### config.mk
export PLATFORM = sky130hd
export DESIGN_NAME = mdc_stage_ctrl
export DESIGN_NICKNAME = d
export VERILOG_FILES = /design/src/rtl/fft_pkg.sv /design/src/rtl/mdc_stage_ctrl.sv
export SDC_FILE = /design/constraint.sdc
export NUM_CORES = 1
export LEC_CHECK = 0
export BUFFER_PORTS_ARGS = -buffer_cell sky130_fd_sc_hd__buf_4
export CAP_MARGIN = 25
export CORE_MARGIN = 2
export CORE_UTILIZATION = 45
export DETAILED_ROUTE_END_ITERATION = 16
export GPL_TIMING_DRIVEN = 0
export MAX_ROUTING_LAYER = met4
export PLACE_DENSITY_LB_ADDON = 0.15
export SLEW_MARGIN = 20
export SYNTH_ARGS = -nofsm -noshare
export SYNTH_HDL_FRONTEND = slang
export SYNTH_SLANG_ARGS = --single-unit
### constraint.sdc
create_clock -name clk -period 1.68 [get_ports clk]
set_input_delay 0.168 -clock clk [delete_from_list [all_inputs] [get_ports clk]]
set_output_delay 0.168 -clock clk [all_outputs]
set_load 0.02 [all_outputs]
### src/rtl/fft_pkg.sv
// Constants shared by the MDC FFT stage controllers, delay lines and twiddle ROM.
package fft_pkg;

    function automatic int clog2(input int value);
        int r;
        r = 0;
        while ((1 << r) < value) r++;
        return r;
    endfunction

    localparam int N     = 32;
    localparam int FRAME = N / 2;
    localparam int CW    = clog2(FRAME);

endpackage

### src/rtl/mdc_stage_ctrl.sv
// Sequencing for one radix-2 MDC stage: input framing, commutator select,
// delay-line output window, butterfly enable and twiddle addressing.
//
// state   | meaning
// IDLE    | waiting for in_valid & in_sop, cnt = 0
// FRAME   | frame in progress, cnt = index of the sample at the input
module mdc_stage_ctrl
    import fft_pkg::*;
#(
    parameter int DEPTH = 16
) (
    input  logic          clk,
    input  logic          rst_n,
    input  logic          in_valid,
    input  logic          in_sop,
    output logic          sw_sel,
    output logic          out_valid,
    output logic          out_sop,
    output logic          out_last,
    output logic          bf_en,
    output logic [CW-1:0] tw_addr,
    output logic          err_gap,
    output logic          busy
);

    localparam logic [0:0]    S_IDLE   = 1'b0;
    localparam logic [0:0]    S_FRAME  = 1'b1;
    localparam int            TW_STEP  = FRAME / DEPTH;
    localparam logic [CW-1:0] LAST     = CW'(FRAME - 1);
    localparam logic [CW-1:0] TMR_LOAD = CW'(DEPTH - 1);
    localparam bit            DIRECT   = (DEPTH == 1);

    logic [0:0]    state;
    logic [CW-1:0] cnt;
    logic          err_q;
    logic [CW-1:0] tmr;
    logic          tmr_run;
    logic          ov_q;
    logic [CW-1:0] ocnt;

    logic sop_acc;
    logic frm_err;
    logic win_start;

    assign sop_acc = (state == S_IDLE) && in_valid && in_sop;
    assign frm_err = (state == S_FRAME) && (!in_valid || in_sop);
    // A one-deep delay line puts sample 0 at the output right after the sop edge.
    assign win_start = DIRECT ? sop_acc : (tmr_run && (tmr == CW'(1)));

    always_ff @(posedge clk or negedge rst_n) begin
        if (!rst_n) begin
            state <= S_IDLE;
            cnt   <= '0;
            err_q <= 1'b0;
        end else begin
            err_q <= frm_err;
            case (state)
                S_IDLE: begin
                    if (sop_acc) begin
                        state <= S_FRAME;
                        cnt   <= CW'(1);
                    end
                end
                default: begin
                    if (frm_err || cnt == LAST) begin
                        state <= S_IDLE;
                        cnt   <= '0;
                    end else begin
                        cnt <= cnt + CW'(1);
                    end
                end
            endcase
        end
    end

    always_ff @(posedge clk or negedge rst_n) begin
        if (!rst_n) begin
            tmr     <= '0;
            tmr_run <= 1'b0;
        end else if (frm_err) begin
            tmr     <= '0;
            tmr_run <= 1'b0;
        end else if (sop_acc && !DIRECT) begin
            tmr     <= TMR_LOAD;
            tmr_run <= 1'b1;
        end else if (tmr_run) begin
            if (tmr == CW'(1)) begin
                tmr     <= '0;
                tmr_run <= 1'b0;
            end else begin
                tmr <= tmr - CW'(1);
            end
        end
    end

    // Back-to-back frames restart the window on the same edge the previous one ends.
    always_ff @(posedge clk or negedge rst_n) begin
        if (!rst_n) begin
            ov_q <= 1'b0;
            ocnt <= '0;
        end else if (frm_err) begin
            ov_q <= 1'b0;
            ocnt <= '0;
        end else if (win_start) begin
            ov_q <= 1'b1;
            ocnt <= '0;
        end else if (ov_q) begin
            if (ocnt == LAST) begin
                ov_q <= 1'b0;
                ocnt <= '0;
            end else begin
                ocnt <= ocnt + CW'(1);
            end
        end
    end

    assign sw_sel    = (state == S_FRAME) && (((int'(cnt) / DEPTH) % 2) == 1);
    assign out_valid = ov_q;
    assign out_sop   = ov_q && (ocnt == '0);
    assign out_last  = ov_q && (ocnt == LAST);
    assign bf_en     = ov_q && (((int'(ocnt) / DEPTH) % 2) == 0);
    assign tw_addr   = ov_q ? CW'((int'(ocnt) % DEPTH) * TW_STEP) : '0;
    assign err_gap   = err_q;
    assign busy      = (state == S_FRAME) || tmr_run || ov_q;

endmodule

* Word level (Yosys, flattened, before mapping)
Cells that the tools add are included.
Operators by class: reductions and logical operators 15, $add $sub $neg 3, eq/ne operators 3, mux-type cells 23, bitwise logic cells 1
Operators by type and width (count):
- $mux 4 | 12
- $mux 1 | 11
- $add 4x1->4 const B | 2
- $eq 4x4->1 const B | 2
- $logic_and 1x1->1 | 6
- $reduce_bool 3->1 | 2
- $eq 4x1->1 const B | 1
- $logic_not 4->1 | 1
- $logic_or 1x1->1 | 4
- $sub 4x1->4 const B | 1
- $reduce_bool 2->1 | 1
- $logic_not 1->1 | 1
- $not 1->1 | 1
Word-level totals: output and inout bits 11, word-level logic and storage cells 52, register bits 16

* Longest topological paths before layout
depth in word-level cells 6, mapped depth 6, mapped depth without buffers 6

* Worst setup path after synthesis
OpenSTA, ideal clock, no wires.
path type register to output, from register ov_q (netlist: out_valid), to output out_sop, path buffers 1, required time 1.512 ns, slack 0.114 ns, data arrival time 1.398 ns, stages on the path, launching flop included 3, cell sequence dfrtp_1 buf_2 nor4bb_1
On the way: cells in the longest elaborated chain, start to end 1
RTL lines:
- start: declaration | line mdc_stage_ctrl.sv:38 | logic ov_q;
- start signal: assignment | line mdc_stage_ctrl.sv:99 | ov_q <= 1'b0;
- start signal: assignment | line mdc_stage_ctrl.sv:102 | ov_q <= 1'b0;
- start signal: assignment | line mdc_stage_ctrl.sv:105 | ov_q <= 1'b1;
- $logic_and 1x1->1 | line mdc_stage_ctrl.sv:119 | assign out_sop = ov_q && (ocnt == '0);
- end: declaration | line mdc_stage_ctrl.sv:18 | output logic out_sop,
Every way passes these cells.

* Worst setup path in the final report
from register ov_q (netlist: out_valid), to output busy
On the way: cells in the longest elaborated chain, start to end 1
RTL lines:
- $logic_or 1x1->1 | line mdc_stage_ctrl.sv:124 | assign busy = (state == S_FRAME) || tmr_run || ov_q;
- end: declaration | line mdc_stage_ctrl.sv:23 | output logic busy
Every way passes these cells.

==> flow_metrics.tcl <==
set metrics [dict create \
    syn2layout_area_growth_pct 20.4 \
    die_area_mm2 0.00238 \
    cp_max_fo 10 \
    dieHeight_um 48.8 \
    hp-start "in_valid" \
    firstDrtPassIters 4 \
    start_util_pct 47.0 \
    rsz0062_at_grt "false" \
    fin_crit_ns 1.59 \
    wl_per_cell_um 11.6 \
    layout_common_cells "buf_4, dfrtp_1, nand2_1, a21oi_1, o21ai_0" \
    ant_nets 0 \
    drv_slew 0 \
    hold_path_end "tmr[1]" \
    tns_ns 0 \
    rows 16 \
    vias_per_cell 5.14 \
    gp_congestion 0.762 \
    synthesis.nets 106 \
    crit_slowest_cell "dfrtp_1" \
    ys_seq_elements 16 \
    path_cells "buf_6, or3_2, buf_4" \
    synth-seq-area-share_pct 44.3 \
    worstReg2RegStart "tmr[1]" \
    yosys_warnings 0 \
    finalPower_mw 1.46 \
    track_usage_pct 17.4 \
    vias 730 \
    setup.worst_path.start "out_valid" \
    grt_max_degree 17 \
    crit_required_ns 1.51 \
    worstSetupPathType "flip-flop to output port" \
    hold_violations 0 \
    h-tree-depth 1 \
    die-width_um 48.8 \
    synth.area.top_cells "dfrtp_1, ha_1, a21oi_1" \
    critPathTopFamily "flip-flops" \
    rrSetupSlack_ns 0.26 \
    final_cells 142 \
    p_per_area_mw_per_mm2 1350 \
    period_share_pct 94.9 \
    dpl_cell_area_mm2 0.00103 \
    grt.overflow.total 0 \
    syn_avg_cell_area_um2 9.31 \
    pin_count 15 \
    place_inst 137 \
    cp_data_arrival_time_ns 1.43 \
    clockBufferDepth 2 \
    slowest_delay_ns 0.41 \
    antenna_found_initial 0 \
    core_area_mm2 0.00192 \
    grt_pass1_vias 699 \
    layout.cell_area.non_filler_mm2 0.00109 \
    r2r_cells 6 \
    drive_above_1_share_pct 23.5 \
    cts_sinks 16 \
    rr_endpoint "tmr[2]" \
    synth_top_area_share_pct 44.3 \
    timing.fmax_mhz 627 \
    dp_hpwl_um 1210 \
    dr.first_iter.drc_count 12 \
    irDropWorstVdd_v 0.000946 \
    finalSetupViolCount 0 \
    syn_area_um2 903 \
    insertion_delay_ns 0.28 \
    whs_path_depth 3 \
    n_antenna_cell 0 \
    yosysTopAreaCell "dfrtp_1" \
    synth.distinct_cells 31 \
    clk_pin_slew_ns 0.10 \
    synthCells 97 \
    maxCapViolCount 0 \
    cp-end-kind "output port" \
    critPathBufInv 2 \
    clock-root-buffer "clkbuf_4" \
    drc_errors 0 \
    start_kind "flip-flop" \
    leakagePower_nw 0.524 \
    cts_tree "built" \
    wl_um 1650 \
    grt_pass1_wl_um 3130 \
    status "complete, no violations" \
    hp-class "input pin to flip-flop" \
    place.port_buffers 13 \
    numCtsBuffers 3 \
    finalNetCount 125 \
    finClkSkew_ns 0.00257 \
]
-- worst max path at each step --
stage                         end  depth (start not counted)
after floorplan           out_sop                          2
after global placement     tmr[2]                          6
after detailed placement   tmr[2]                          6
after CTS                    busy                          3
after global routing         busy                          3
final                        busy                          3
-- tightest hold or removal path: stages --
cell	delay (ns)
buf_4	0.12
a21oi_1	0.06
o21ai_0	0.14
-- layer usage --
| layer | GRT usage (%) | part of all wire (%) |
|---|---|---|
| met5 | - | 0 |
| met4 | 7.14 | 1.1 |
| met3 | 4.29 | 5.3 |
| met2 | 26.7 | 45 |
| met1 | 22.0 | 49 |
-- report_power, final --
| group | total, mW | leakage, nW | switching, mW | internal (mW) |
|---|---|---|---|---|
| clock | 0.258 | 0.0210 | 0.126 | 0.132 |
| combinational | 0.625 | 0.299 | 0.316 | 0.309 |
| sequential | 0.580 | 0.204 | 0.0987 | 0.481 |
| total | 1.46 | 0.524 | 0.541 | 0.922 |
-- timing repair --
item / CTS / global route
hold endpoints to repair: 16 / 0
hold buffers: 1 / 0
resized for setup: 0 / 3
buffers inserted: 0 / 0
endpoints found under the setup margin: 0 / 1
-- registers in the layout, indices dropped and copies added, names as in the netlist --
register	count
ocnt	4
out_valid	1
err_gap	1
state	1
tmr_run	1
tmr	4
cnt	4
-- Yosys cell counts --
master,number
and3_1,1
o22ai_1,4
or4b_1,1
a21o_1,1
inv_1,6
and2_1,3
o21ai_0,8
a31o_2,1
or3_2,1
a21oi_1,8
buf_2,1
nor4bb_1,1
mux2i_1,2
o31ai_1,1
nor2b_1,2
or4_1,1
clkbuf_4,1
nand2b_1,3
nor2_1,4
nor3_1,2
a221oi_1,1
buf_4,3
ha_1,5
nand3b_1,1
and2_2,1
nand2_1,9
mux2_2,2
nand3_1,5
dfrtp_1,16
conb_1,1
xor2_1,1
-- area by class of cell --
cell class | instances | area, µm²
plain buffers | 5 | 41.3
clock buffers | 4 | 36.3
inverters | 6 | 22.5
multi-input cells | 70 | 445
fillers | 188 | 835
flip-flops and latches | 16 | 400
well taps | 27 | 33.8
repair buffers | 14 | 108
-- stage by stage --
stage | setup slack [ns] | util, % | hold slack, ns
global route | 0.0107 | 56.6 | 0.250
global placement | 0.287 | 53.8 | 0.0415
detailed placement | 0.293 | 53.8 | 0.0404
finish | 0.0857 | 56.6 | 0.235
floorplan | 0.114 | - | -0.128
CTS | 0.0415 | 56.3 | 0.228
-- kinds of logic (layout without fill, tap and decap cells) --
| family | count (synthesis) | after routing | share of synthesized area, % |
|---|---|---|---|
| AND/OR/NAND/NOR | 35 | 35 | 21.1 |
| adder cells (fa/ha/maj) | 5 | 5 | 6.93 |
| AO/OA/AOI/OAI | 24 | 24 | 15.2 |
| XOR/XNOR | 1 | 1 | 0.970 |
| buffers and inverters | 11 | 29 | 6.37 |
| multiplexers | 4 | 4 | 4.71 |
| other | 1 | 1 | 0.415 |
| flip-flops | 16 | 16 | 44.3 |
No activity file was read; power rests on OpenSTA's default activity.
